==> src/rtl/seq_chunk_adder.sv <==
// -----------------------------------------------------------------------------
// seq_chunk_adder
//   Multi-cycle add/subtract unit. The operands are latched on START and summed
//   CHUNK bits per clock. The carry between chunks is kept in a register, so
//   the combinational carry chain is only CHUNK bits long. The result and its
//   flags are published together with a one-cycle DONE pulse.
//
// Parameters
//   WIDTH   operand/result width in bits
//   CHUNK   bits summed per clock; must divide WIDTH (1 <= CHUNK <= WIDTH)
//
// Ports
//   CLK      in   clock, rising-edge active
//   RESET    in   asynchronous, active-high reset
//   START    in   request; sampled only while idle
//   SUB      in   0: ADD_a + ADD_b, 1: ADD_a - ADD_b (sampled with START)
//   ADD_a    in   operand A (sampled with START)
//   ADD_b    in   operand B (sampled with START)
//   ADD_out  out  registered result, held until the next completion
//   COUT     out  carry out of the MSB (for subtract: 1 = no borrow)
//   OVF      out  two's-complement signed overflow
//   BUSY     out  operation in progress
//   DONE     out  one-cycle pulse when ADD_out/COUT/OVF have been updated
// -----------------------------------------------------------------------------
module seq_chunk_adder #(
  parameter int WIDTH = 32,
  parameter int CHUNK = 8
) (
  input  logic             CLK,
  input  logic             RESET,
  input  logic             START,
  input  logic             SUB,
  input  logic [WIDTH-1:0] ADD_a,
  input  logic [WIDTH-1:0] ADD_b,
  output logic [WIDTH-1:0] ADD_out,
  output logic             COUT,
  output logic             OVF,
  output logic             BUSY,
  output logic             DONE
);

  localparam int NCHUNK = WIDTH / CHUNK;
  localparam int CW     = (NCHUNK > 1) ? $clog2(NCHUNK) : 1;

  typedef enum logic {
    S_IDLE,
    S_RUN
  } state_t;

  state_t           state_q, state_d;
  logic [CW-1:0]    cnt_q, cnt_d;
  logic             carry_q, carry_d;
  logic [WIDTH-1:0] a_q, a_d;
  logic [WIDTH-1:0] b_q, b_d;      // B already inverted for subtract
  logic [WIDTH-1:0] sum_q, sum_d;  // partial sum assembled chunk by chunk
  logic [WIDTH-1:0] out_q, out_d;
  logic             cout_q, cout_d;
  logic             ovf_q, ovf_d;
  logic             done_q, done_d;

  // One CHUNK-wide slice of the addition; this is the only carry chain.
  logic [CHUNK-1:0] chunk_s;
  logic             chunk_c;
  logic             last_chunk;

  assign {chunk_c, chunk_s} = {1'b0, a_q[cnt_q*CHUNK +: CHUNK]}
                            + {1'b0, b_q[cnt_q*CHUNK +: CHUNK]}
                            + {{CHUNK{1'b0}}, carry_q};

  assign last_chunk = (cnt_q == CW'(NCHUNK - 1));

  always_comb begin
    // NOTE: every signal written here gets a default first, so no path can
    // leave one unassigned and infer a latch.
    state_d = state_q;
    cnt_d   = cnt_q;
    carry_d = carry_q;
    a_d     = a_q;
    b_d     = b_q;
    sum_d   = sum_q;
    out_d   = out_q;
    cout_d  = cout_q;
    ovf_d   = ovf_q;
    done_d  = 1'b0;

    unique case (state_q)
      S_IDLE: begin
        if (START) begin
          // Subtract as A + ~B + 1: invert B here, inject the +1 as carry-in.
          a_d     = ADD_a;
          b_d     = ADD_b ^ {WIDTH{SUB}};
          carry_d = SUB;
          cnt_d   = '0;
          state_d = S_RUN;
        end
      end

      S_RUN: begin
        sum_d[cnt_q*CHUNK +: CHUNK] = chunk_s;
        carry_d = chunk_c;
        cnt_d   = cnt_q + CW'(1);
        if (last_chunk) begin
          // Overflow: both addends share a sign the result does not have.
          out_d   = sum_d;
          cout_d  = chunk_c;
          ovf_d   = (a_q[WIDTH-1] == b_q[WIDTH-1]) &&
                    (sum_d[WIDTH-1] != a_q[WIDTH-1]);
          done_d  = 1'b1;
          cnt_d   = '0;
          state_d = S_IDLE;
        end
      end

      default: state_d = S_IDLE;
    endcase
  end

  // NOTE: sequential state uses non-blocking assignments only, so every
  // register samples the pre-edge value of every other register.
  always_ff @(posedge CLK or posedge RESET) begin
    if (RESET) begin
      // NOTE: the operand latches and partial sum are reset too, not only the
      // control state, so an aborted operation leaves no stale data behind.
      state_q <= S_IDLE;
      cnt_q   <= '0;
      carry_q <= 1'b0;
      a_q     <= '0;
      b_q     <= '0;
      sum_q   <= '0;
      out_q   <= '0;
      cout_q  <= 1'b0;
      ovf_q   <= 1'b0;
      done_q  <= 1'b0;
    end else begin
      state_q <= state_d;
      cnt_q   <= cnt_d;
      carry_q <= carry_d;
      a_q     <= a_d;
      b_q     <= b_d;
      sum_q   <= sum_d;
      out_q   <= out_d;
      cout_q  <= cout_d;
      ovf_q   <= ovf_d;
      done_q  <= done_d;
    end
  end

  assign ADD_out = out_q;
  assign COUT    = cout_q;
  assign OVF     = ovf_q;
  assign BUSY    = (state_q == S_RUN);
  assign DONE    = done_q;

endmodule

==> config.mk <==
export PLATFORM = sky130hd
export DESIGN_NAME = seq_chunk_adder
export DESIGN_NICKNAME = d
export VERILOG_FILES = /design/src/rtl/seq_chunk_adder.sv
export SDC_FILE = /design/constraint.sdc
export NUM_CORES = 1
export LEC_CHECK = 0
export ABC_AREA = 1
export CORE_MARGIN = 2
export CORE_UTILIZATION = 40
export DETAILED_ROUTE_END_ITERATION = 6
export PLACE_DENSITY_LB_ADDON = 0.08
export SETUP_SLACK_MARGIN = 0.05
export SLEW_MARGIN = 10
export SYNTH_ARGS = -nofsm -noshare
export SYNTH_HDL_FRONTEND = slang
export SYNTH_SLANG_ARGS = --single-unit
==> constraint.sdc <==
create_clock -name CLK -period 4.8 [get_ports CLK]
set_input_delay 0.96 -clock CLK [delete_from_list [all_inputs] [get_ports CLK]]
set_output_delay 0.96 -clock CLK [all_outputs]
set_load 0.005 [all_outputs]
# Word level (Yosys, flattened, before mapping)
# Index checks and enable logic that the tools add are counted.
[classes] n_addsub=4 n_eq_ne=4 shifts=4 n_mux=11 bitwise=2 n_reduce_logical=3
[op_table] cell="variable part select 32 x 6 -> 8 bit" count=2
[op_table] cell="negator 5 -> 34 bit" count=1
[op_table] cell="variable shift 8 x 34 -> 32 bit, first input constant" count=1
[op_table] cell="variable part select 8 x 34 -> 32 bit" count=1
[op_table] cell="bitwise mux 32 bit" count=1
[op_table] cell="XOR 32 bit" count=1
[op_table] cell="adder 8 x 8 -> 9 bit" count=1
[op_table] cell="adder 9 x 1 -> 9 bit" count=1
[op_table] cell="2-to-1 mux 1 bit" count=5
[op_table] cell="2-to-1 mux 2 bit" count=2
[op_table] cell="one-hot mux 1 bit (2 select lines)" count=2
[op_table] cell="one-hot mux 2 bit (2 select lines)" count=1
[op_table] cell="AND reduction 2 bit" count=2
[op_table] cell="adder 2 x 1 -> 2 bit, second input constant" count=1
[op_table] cell="equality test 2 bit, second input constant" count=1
[op_table] cell="inequality test 2 bit, second input constant" count=1
[op_table] cell="equality test 1 bit" count=1
[op_table] cell="logical AND 1 bit" count=1
[op_table] cell="inequality test 1 bit" count=1
[op_table] cell="inverter 1 bit" count=1
[totals] regBits=135 in_bits=68 output_inout_bits=36

# Depth between registers and ports, before layout
# Gate-level depths: netlist of run 1.
[depth] depth_word=7 depth_mapped=18

# Least setup slack after synthesis of run 1
# No wires, ideal clock.
[synth_timing] path_kind="register to register" startpoint="reg cnt_q[0]" endpoint="reg out_q[30] (netlist: ADD_out[30])" setup_ns=0.066 t_arrival_ns=2.467 t_required_ns=4.734 path_slack_ns=2.267 path_stages_with_launch=18 period_less_slack_ns=2.533 path_cell_list="dfrtp_1 inv_1 clkbuf_1 nand2_1 a32o_1 fa_1 inv_1 fa_1 nand3_2 a21oi_2 nor2_1 nand2_1 nand2_1 nor2_2 nand3_1 nand2_1 nand2_1 nand2_1"
[synth_via] elab_chain_len=5 word_cells_on_any_way=10 classes_between="3 x add/sub; 1 x eq/ne; 4 x shift; 1 x mux; 1 x reduce/logical"
[synth_rtl] element="start, declared" line="51" text="logic [CW-1:0] cnt_q, cnt_d;"
[synth_rtl] element="start signal, assigned" line="136" text="cnt_q <= cnt_d;"
[synth_rtl] element="variable part select 32 x 6 -> 8 bit, on equally long branches" line="66, 67"
[synth_rtl] element="adder 8 x 8 -> 9 bit" line="67" text="+ {1'b0, b_q[cnt_q*CHUNK +: CHUNK]}"
[synth_rtl] element="adder 9 x 1 -> 9 bit" line="68" text="+ {{CHUNK{1'b0}}, carry_q};"
[synth_rtl] element="variable part select 8 x 34 -> 32 bit" line="99" text="sum_d[cnt_q*CHUNK +: CHUNK] = chunk_s;"
[synth_rtl] element="bitwise mux 32 bit" line="99"
[synth_rtl] element="end signal, assigned" line="141" text="out_q <= out_d;"
[synth_rtl] element="end, declared" line="56" text="logic [WIDTH-1:0] out_q, out_d;"
# Parallel ways exist; a longest one is shown, timed or not.
# A chain may end at the register's enable or synchronous reset.

# Worst setup path in the final report of run 1
[layout_timing] startpoint="reg cnt_q[1]" endpoint="reg sum_q[14]"
[layout_via] elab_chain_len=5 word_cells_on_any_way=8 classes_between="3 x add/sub; 4 x shift; 1 x mux"
[layout_rtl] element="variable part select 32 x 6 -> 8 bit, on equally long branches" line="66, 67"
[layout_rtl] element="adder 8 x 8 -> 9 bit" line="67"
[layout_rtl] element="adder 9 x 1 -> 9 bit" line="68"
[layout_rtl] element="variable part select 8 x 34 -> 32 bit" line="99"
[layout_rtl] element="bitwise mux 32 bit *" line="99"
[layout_rtl] element="end signal, assigned" line="140" text="sum_q <= sum_d;"
[layout_rtl] element="end, declared" line="55" text="logic [WIDTH-1:0] sum_q, sum_d;"
# Every way passes the cells marked *; elsewhere a longest branch is shown, timed or not.

==> flow_metrics.py, run 1 <==
metrics = {
    "synth": {
        "synth-seq-area-share_pct": 51.0,
        "ys_types": 37,
        "synthCells": 804,
        "synth_edf_count": 0,
        "synth_commonest_cells": "320 x nand2_1, 135 x dfrtp_1, 83 x o21ai_0",
        "ys.warnings.count": 0,
        "syn-num-nets": 887,
        "synth_top_area_share_pct": 51.0,
        "synth_area_leader_cell": "dfrtp_1",
        "ys_ff_latch": 135,
        "synth.area.top_cells": "dfrtp_1 51%, nand2_1 18%, o21ai_0 6.3%, xnor2_1 4.5%, o22ai_1 2.8%",
        "synthFlopType": "dfrtp_1",
        "post-synth-top-count-cell": "nand2_1",
        "syn_area_um2": 6620,
        "synthArstFlopShare_pct": 100,
        "synth.avg_cell_area_um2": 8.23,
    },
    "cts": {
        "cts_tree": "done",
        "cts_resized": 0,
        "clk_latency_ns": 0.42,
        "clkSinkCount": 135,
        "holdBufCountCts": 0,
        "post_cts_buffers": 0,
        "cts_max_path_buffers": 2,
        "ctsHtreeMaxLevel": 4,
        "cts_made_buffers": 17,
        "cts.reportedPaths.clkPinSlew_ns": 0.06,
        "cts_root_buffer": "clkbuf_16",
    },
    "worst_setup_path": {
        "cpMaxStageDelayCell": "dfrtp_1",
        "timing_worst_setup_path_type": "reg -> reg",
        "crit_path_frequent_cell": "nand2_1",
        "crit_path_end_kind": "register",
        "path_max_fanout": 21,
        "critPathMaxStageDelay_ns": 0.70,
        "cp.arrival_ns": 4.04,
        "start_kind": "register",
        "crit_required_ns": 5.15,
        "crit_chain": "clkinv_1 -> a32o_1 -> fa_1 -> inv_1 -> fa_1 -> nand3_2 -> a21oi_2 -> nor2_1 -> nand2_1 -> nand2_1 -> nor2_2 -> nand3_1 -> nand2_1 -> nand2_1 -> nand2_1",
    },
    "timing": {
        "slew_violations": 0,
        "fmaxAchievable_mhz": 271,
        "whs_ns": 0.474,
        "setup_viol": 0,
        "fin_tns_setup_ns": 0,
        "period_share_pct": 76.8,
        "hold_viol": 0,
        "skew_ns": 0.0142,
        "relSlewSlack_pct": 29.1,
        "worstMarginPinSlew_ns": 1.06,
        "rsz0062_at_grt": "false",
        "period_minus_slack_ns": 3.68,
        "layout_setup_ws_ns": 1.12,
    },
    "placed_design": {
        "dpl-instance-area_um2": 7800,
        "dp_cells": 1092,
        "port_buffers": 103,
        "dp_hpwl_um": 11600,
        "pre_cts_slack_ns": 1.30,
        "gp_congestion": 0.859,
    },
    "floorplanning": {
        "rows": 47,
        "core-area_um2": 16400,
        "start_util_pct": 40.3,
        "dieArea_um2": 17600,
        "boundaryPins": 104,
        "fp.dieW_um": 133,
        "dieHeight_um": 133,
    },
    "finish": {
        "diodes": 0,
        "instances_no_fill": 1124,
        "final_core_util_pct": 51.6,
        "drive_above_1_share_pct": 7.30,
        "stdcell_area_um2": 8470,
        "nFillCells": 1562,
        "fin_nets": 974,
        "synthToLayoutAreaGrowth_pct": 27.9,
    },
    "routing": {
        "avgRoutedWirePerCell_um": 14.8,
        "drc": 0,
        "drt_iter0_markers": 275,
        "vias": 5532,
        "avgViaCountPerCell": 4.92,
        "drtPass1Iterations": 5,
        "wirelength_um": 16600,
        "antenna_left": 0,
    },
    "run": {
        "max_cap_violations": 0,
    },
    "grt": {
        "use_met1_pct": 27.4,
        "grt_overflow_total": 0,
        "busiest_layer": "met2",
        "grt_pass1_wl_um": 27800,
        "use_met3_pct": 3.60,
        "grt_max_degree": 73,
        "grt_usage_pct": 20.0,
        "antenna_found_initial": 0,
        "grt_pass1_vias": 5366,
        "met2_usage_pct": 31.5,
    },
    "status": {
        "status": "complete, no violations",
    },
    "min_path": {
        "hp-class": "reg -> reg",
    },
    "power": {
        "p_per_area_nw_per_um2": 749,
        "ir_drop_uv": 348,
        "leakage_nw": 4.01,
        "p_total_mw": 6.34,
    },
}
==> critical path, delay by kind of cell, from the launching register on <==
kind	cells	cell delay, ns
adders and majority gates	2	0.62
AOI/OAI and AO/OA	2	0.70
and+or+nand+nor	9	0.78
DFF	1	0.70
buffers and inverters	2	0.79
==> registers in the layout, summed over array words and instances, names as in the netlist <==
name / count
ADD_out: 32
a_q: 32
b_q: 32
sum_q: 32
cnt_q: 2
BUSY: 1
COUT: 1
DONE: 1
OVF: 1
carry_q: 1
==> path summary, 6_finish.rpt <==
check,start,endpoint,slack [ns],cells after the start
max,cnt_q[1],sum_q[14],1.12,15
min,a_q[21],a_q[21],0.47,2
min reg2reg,a_q[21],a_q[21],0.47,2
max reg2reg,cnt_q[1],sum_q[14],1.12,15
max in group asynchronous,RESET,sum_q[14],2.82,3
min in group asynchronous,RESET,ADD_out[8],1.10,2
==> metal layers <==
metal	wire length [um]	up-vias
li1	-	2743
met1	7660	2613
met2	7790	151
met3	735	25
met4	412	0
met5	0	-
==> power breakdown <==
group	switching [mW]	internal [mW]
Clock	0.485	0.964
Combinational	1.89	1.13
Sequential	0.277	1.60
==> logic make-up (layout without fill, tap and decap cells) <==
kind of cell / Yosys count / after routing / share of synthesized area, %
adders and majority gates: 15 / 15 / 3.06
and+or+nand+nor: 386 / 386 / 23.1
xor gates and xnor gates: 37 / 37 / 5.01
buffers and inverters: 92 / 192 / 5.65
DFF: 135 / 135 / 51.0
AOI/OAI and AO/OA: 139 / 139 / 12.2
==> layout by cell type, fill, tap and decap left out, types with 6 or more instances in the layout <==
cell / count
nor2_1: 40
o21ai_0: 83
clkdlybuf4s50_1: 102
nand2_1: 320
xnor2_1: 34
dfrtp_1: 135
buf_4: 6
clkbuf_16: 17
ha_1: 13
inv_1: 43
o22ai_1: 30
nand3_1: 10
==> area by class of cell <==
class,instances,area [um2],area share [%]
clock inverter,11,194,2.29
multi-input combinational,577,2870,33.9
timing repair buffer,110,1090,12.9
clock buffer,21,470,5.56
sequential,135,3380,39.9
tap,220,275,3.25
inverter,50,190,2.25
Power figures use the tool's default switching activity.
==> inputs of run 2 (changes only) <==
clock period = 3.2 ns   (was 4.8 ns; I/O delays follow)
==> run 2 against run 1 <==
- cell area fell by 0.65%
- via count decreased by 1.7%
- worst hold slack lost 0.0039 ns
- setup slack worse by 0.78 ns
- non-clock buffer count is 3 higher
- sequential power rose by 50%
- maximum frequency increased by 29%
- die area stayed put
==> flow_metrics.py, run 2 (synthesized netlist as in run 1, its figures left out) <==
metrics = {
    "floorplanning": {
        "rows": 47,
        "core-area_um2": 16400,
        "fp.dieW_um": 133,
        "boundaryPins": 104,
        "start_util_pct": 40.3,
        "dieHeight_um": 133,
        "dieArea_um2": 17600,
    },
    "min_path": {
        "hp-start": "a_q[14]",
        "hold_depth": 2,
        "hp-class": "reg -> reg",
        "min_to": "a_q[14]",
    },
    "grt": {
        "grt_pass1_vias": 5398,
        "grt_overflow_total": 0,
        "grt_pass1_wl_um": 27200,
        "grt_max_degree": 136,
        "antenna_found_initial": 0,
        "grt_usage_pct": 19.5,
    },
    "cts": {
        "cts_max_path_buffers": 2,
        "cts_root_buffer": "clkbuf_16",
        "cts.reportedPaths.clkPinSlew_ns": 0.06,
        "holdBufCountCts": 0,
        "ctsHtreeMaxLevel": 4,
        "cts_tree": "done",
        "clkSinkCount": 135,
        "clk_latency_ns": 0.43,
        "cts_made_buffers": 17,
    },
    "power": {
        "leakage_nw": 3.98,
        "p_total_mw": 9.25,
        "ir_drop_uv": 700,
        "p_per_area_nw_per_um2": 1100,
    },
    "status": {
        "status": "complete, no violations",
    },
    "placed_design": {
        "dp_hpwl_um": 11400,
        "gp_congestion": 0.829,
        "pre_cts_slack_ns": 0.305,
        "port_buffers": 103,
    },
    "worst_setup_path": {
        "timing_worst_setup_path_type": "reg -> reg",
        "rrSetupSlack_ns": 0.34,
        "crit_path_end_kind": "register",
        "reg2reg_from": "cnt_q[0]",
        "crit_required_ns": 3.57,
        "r2r.worst_path.cells": 16,
        "path_max_fanout": 49,
        "cp.arrival_ns": 3.23,
        "reg2reg_to": "ADD_out[14]",
        "start_kind": "register",
    },
    "timing": {
        "fin_tns_setup_ns": 0,
        "rsz0062_at_grt": "true",
        "hold_viol": 0,
        "worstMarginPinSlew_ns": 1.01,
        "skew_ns": 0.0117,
        "relSlewSlack_pct": 32.3,
        "setup_viol": 0,
        "layout_setup_ws_ns": 0.338,
        "fmaxAchievable_mhz": 349,
        "period_minus_slack_ns": 2.86,
        "period_share_pct": 89.4,
        "whs_ns": 0.470,
        "slew_violations": 0,
    },
    "routing": {
        "wirelength_um": 16300,
        "drt_iter0_markers": 274,
        "drc": 0,
        "antenna_left": 0,
        "avgViaCountPerCell": 4.84,
        "drtPass1Iterations": 4,
        "vias": 5438,
        "avgRoutedWirePerCell_um": 14.5,
    },
    "finish": {
        "synthToLayoutAreaGrowth_pct": 27.1,
        "drive_above_1_share_pct": 7.31,
        "diodes": 0,
        "layout_common_cells": "320 x nand2_1, 135 x dfrtp_1, 102 x clkdlybuf4s50_1, 83 x o21ai_0, 42 x inv_1",
        "final_common_cell": "nand2_1",
        "fin_nets": 977,
    },
    "run": {
        "max_cap_violations": 0,
    },
}
## run 2: power breakdown
part / leakage (nW) / total, mW / internal [mW] / switching [mW]
registers: 1.75 / 2.80 / 2.39 / 0.402
logic: 1.95 / 4.56 / 1.73 / 2.83
clock network: 0.283 / 1.90 / 1.19 / 0.702
## run 2: per-layer routing
layer	track usage, %	vias up	part of all wire [%]
li1	-	2737	-
met1	26.0	2546	46
met2	31.1	129	48
met3	3.72	26	3.2
met4	8.54	0	2.7
met5	0	-	0
## run 2: per-stage QoR
stage          cells  util (%)  instance area, um2
6_report        1123      51.3                8410
5_1_grt         1123      51.3                8410
4_1_cts         1123      51.2                8400
3_5_place_dp    1095      47.8                7840
3_3_place_gp    1095      47.8                7840
2_1_floorplan    804         -                6620
## run 2: how the worst max path moves through the flow
| stage | cells past startpoint | to | start |
|---|---|---|---|
| after floorplan | 17 | ADD_out[30] | cnt_q[0] |
| after global placement | 13 | sum_q[26] | cnt_q[0] |
| after detailed placement | 16 | ADD_out[14] | cnt_q[0] |
| after CTS | 16 | ADD_out[14] | cnt_q[0] |
| after global routing | 13 | sum_q[28] | cnt_q[0] |
| final | 16 | ADD_out[14] | cnt_q[0] |
## run 2: cell type report
type                    count  area [um2]
fillers                  1581        8000
flip-flops and latches    135        3380
multi-input cells         577        2870
repair buffers            113        1130
clock buffers              25         526
well taps                 220         275
inverters                  50         195
clock inverters             3        40.0
## run 2: repair_timing
item | 4_1_cts | 5_1_grt
buffers inserted | 0 | 0
resized for setup | 0 | 2
endpoints found under the setup margin | 0 | 9
## run 2: worst max-delay path: stages (launching register included)
cell and delay (ns):
dfrtp_1 0.41, buf_6 0.35, nand2_1 0.12, a32o_1 0.27, fa_1 0.35, inv_1 0.09, fa_1 0.23, nand3_2 0.11
a21oi_2 0.19, nor2_1 0.06, nand2_1 0.06, nand2_1 0.08, nor2_2 0.15, nand3_1 0.09, nand2_1 0.10, nand2_1 0.05
nand2_1 0.08
==> inputs of run 3 (changes only) <==
CORE_MARGIN = default   (was 2)
TNS_END_PERCENT = 1   (was default)
==> run 3 against run 2 <==
- final cell count grew 0.36%
- global-route usage up 1.6 points
- largest cell class unchanged
- count of clock-buffer cells in the layout is 6 lower
- routed wire length increased by 1.8%
- largest power group unchanged
- via count grew 0.94%
- power up 0.85%
- combinational power is 1% higher
- maximum frequency up 0.44%
- worst hold slack got worse by 0.0053 ns
- sequential power is essentially flat
- clock skew is 0.0048 ns lower
- core utilization increased by 1.7 points
==> flow_metrics.py, run 3 (synthesized netlist as in run 1, its figures left out) <==
metrics = {
    "run": {
        "max_cap_violations": 0,
    },
    "worst_setup_path": {
        "start_kind": "register",
        "cpMaxStageDelayCell": "fa_1",
        "timing_worst_setup_path_type": "reg -> reg",
        "crit_required_ns": 3.49,
        "cp.arrival_ns": 3.13,
        "crit_path_end_kind": "register",
        "critPathTopFamily": "compound AO/OA/AOI/OAI gates",
        "crit_path_frequent_cell": "nand2_1",
        "path_max_fanout": 15,
        "critPathMaxStageDelay_ns": 0.41,
        "crit_chain": "clkinv_1 -> a21oi_1 -> a32o_1 -> fa_1 -> inv_1 -> fa_1 -> nand3_2 -> nand2_1 -> xnor2_1 -> nor2_1 -> nand2_1 -> o22ai_1 -> nand2_1 -> o21ai_1",
        "path_buf_inv": 2,
    },
    "floorplanning": {
        "dieArea_um2": 17100,
        "core-area_um2": 16000,
        "start_util_pct": 41.4,
        "dieHeight_um": 131,
        "rows": 46,
        "boundaryPins": 104,
        "fp.dieW_um": 131,
    },
    "min_path": {
        "hp-class": "reg -> reg",
    },
    "timing": {
        "slew_violations": 0,
        "fmaxAchievable_mhz": 351,
        "fin_tns_setup_ns": 0,
        "skew_ns": 0.00692,
        "relSlewSlack_pct": 40.0,
        "setup_viol": 0,
        "rsz0062_at_grt": "false",
        "period_share_pct": 89.0,
        "period_minus_slack_ns": 2.85,
        "hold_viol": 0,
        "worstMarginPinSlew_ns": 0.900,
    },
    "cts": {
        "cts_made_buffers": 17,
        "clk_latency_ns": 0.42,
        "cts_tree": "done",
        "holdBufCountCts": 0,
        "ctsHtreeMaxLevel": 4,
        "post_cts_buffers": 0,
        "cts_root_buffer": "clkbuf_16",
        "cts_max_path_buffers": 2,
        "clkSinkCount": 135,
        "cts_resized": 0,
        "cts.reportedPaths.clkPinSlew_ns": 0.06,
    },
    "power": {
        "leakage_nw": 4.01,
        "sw_frac_of_total_pct": 43.0,
        "p_int_mw": 5.32,
        "p_switching_mw": 4.01,
        "clock_power_share_pct": 20.7,
        "ir_drop_uv": 607,
        "p_total_mw": 9.33,
        "pwr-share-comb_pct": 49.5,
        "p_per_area_nw_per_um2": 1100,
        "p_seq_share_pct": 29.9,
    },
    "routing": {
        "avgViaCountPerCell": 4.87,
        "drtPass1Iterations": 5,
        "vias": 5489,
        "antenna_left": 0,
        "wirelength_um": 16600,
        "drc": 0,
        "avgRoutedWirePerCell_um": 14.7,
        "drt_iter0_markers": 318,
    },
    "grt": {
        "grt_overflow_total": 0,
        "antenna_found_initial": 0,
        "grt_max_degree": 98,
        "grt_usage_pct": 21.1,
        "grt_pass1_wl_um": 27300,
        "grt_pass1_vias": 5355,
    },
    "finish": {
        "drive_above_1_share_pct": 8.12,
        "fin_nets": 981,
        "diodes": 0,
        "layout_common_cells": "320 x nand2_1, 135 x dfrtp_1, 102 x clkdlybuf4s50_1, 83 x o21ai_0, 43 x inv_1",
        "final_common_cell": "nand2_1",
        "nFillCells": 1564,
        "synthToLayoutAreaGrowth_pct": 28.0,
    },
    "placed_design": {
        "gp_congestion": 0.885,
        "port_buffers": 103,
        "dp_hpwl_um": 11800,
    },
    "status": {
        "status": "complete, no violations",
    },
}
-- run 3: cell types whose count changed in the layout (fill, tap and decap cells not counted) --
cell / before / now
clkbuf_8: 7 / 2
buf_12: 2 / 4
inv_6: 0 / 1
buf_4: 7 / 10
bufinv_16: 1 / 2
buf_6: 1 / 0
clkinv_2: 2 / 6
inv_1: 42 / 43
clkbuf_1: 1 / 0
clkinvlp_4: 2 / 5
-- run 3: final timing paths --
kind,startpoint,end,slack (ns),cells past startpoint
max,cnt_q[1],sum_q[12],0.35,14
min,a_q[15],a_q[15],0.46,2
max reg2reg,cnt_q[1],sum_q[12],0.35,14
min reg2reg,a_q[15],a_q[15],0.46,2
max in group asynchronous,RESET,sum_q[29],1.90,3
min in group asynchronous,RESET,ADD_out[8],0.67,2
-- run 3: per-layer routing --
layer	track usage, %	wire length [um]	vias up
met5	0	0	-
met3	3.75	569	16
li1	-	-	2758
met2	36.0	8430	130
met1	27.1	7420	2585
met4	7.37	202	0
-- run 3: power by group through the flow --
stage | registers (mW) | clock network, mW | logic [mW]
6_report | 2.79 | 1.93 | 4.62
5_1_grt | 2.87 | 2.04 | 5.16
4_1_cts | 2.80 | 1.96 | 4.63
3_5_place_dp | 2.82 | 0 | 4.61
3_3_place_gp | 2.81 | 0 | 4.52
2_1_floorplan | 2.70 | 0 | 3.23
-- run 3: final cells by class --
type	count	area, um2	share of cell area (%)
clock buffers	19	453	5.35
multi-input cells	577	2870	33.9
well taps	216	270	3.19
clock inverters	13	129	1.52
inverters	50	191	2.26
repair buffers	117	1180	13.9
flip-flops and latches	135	3380	39.9
-- run 3: tightest hold or removal path: stages (launching register included) --
cell     delay (ns)
dfrtp_1        0.33
nand2_1        0.05
nand2_1        0.05
-- run 3: per-stage QoR --
stage | util [%] | area [um2] | instances | worst slack, ns | hold slack [ns]
finish | 52.9 | 8470 | 1127 | 0.351 | 0.464
global route | 52.9 | 8470 | 1127 | 0.108 | 0.484
floorplan | - | 6620 | 804 | 0.667 | 0.437
detailed placement | 49.3 | 7890 | 1095 | 0.392 | 0.453
global placement | 49.3 | 7890 | 1095 | 0.480 | 0.450
CTS | 52.9 | 8470 | 1127 | 0.377 | 0.468
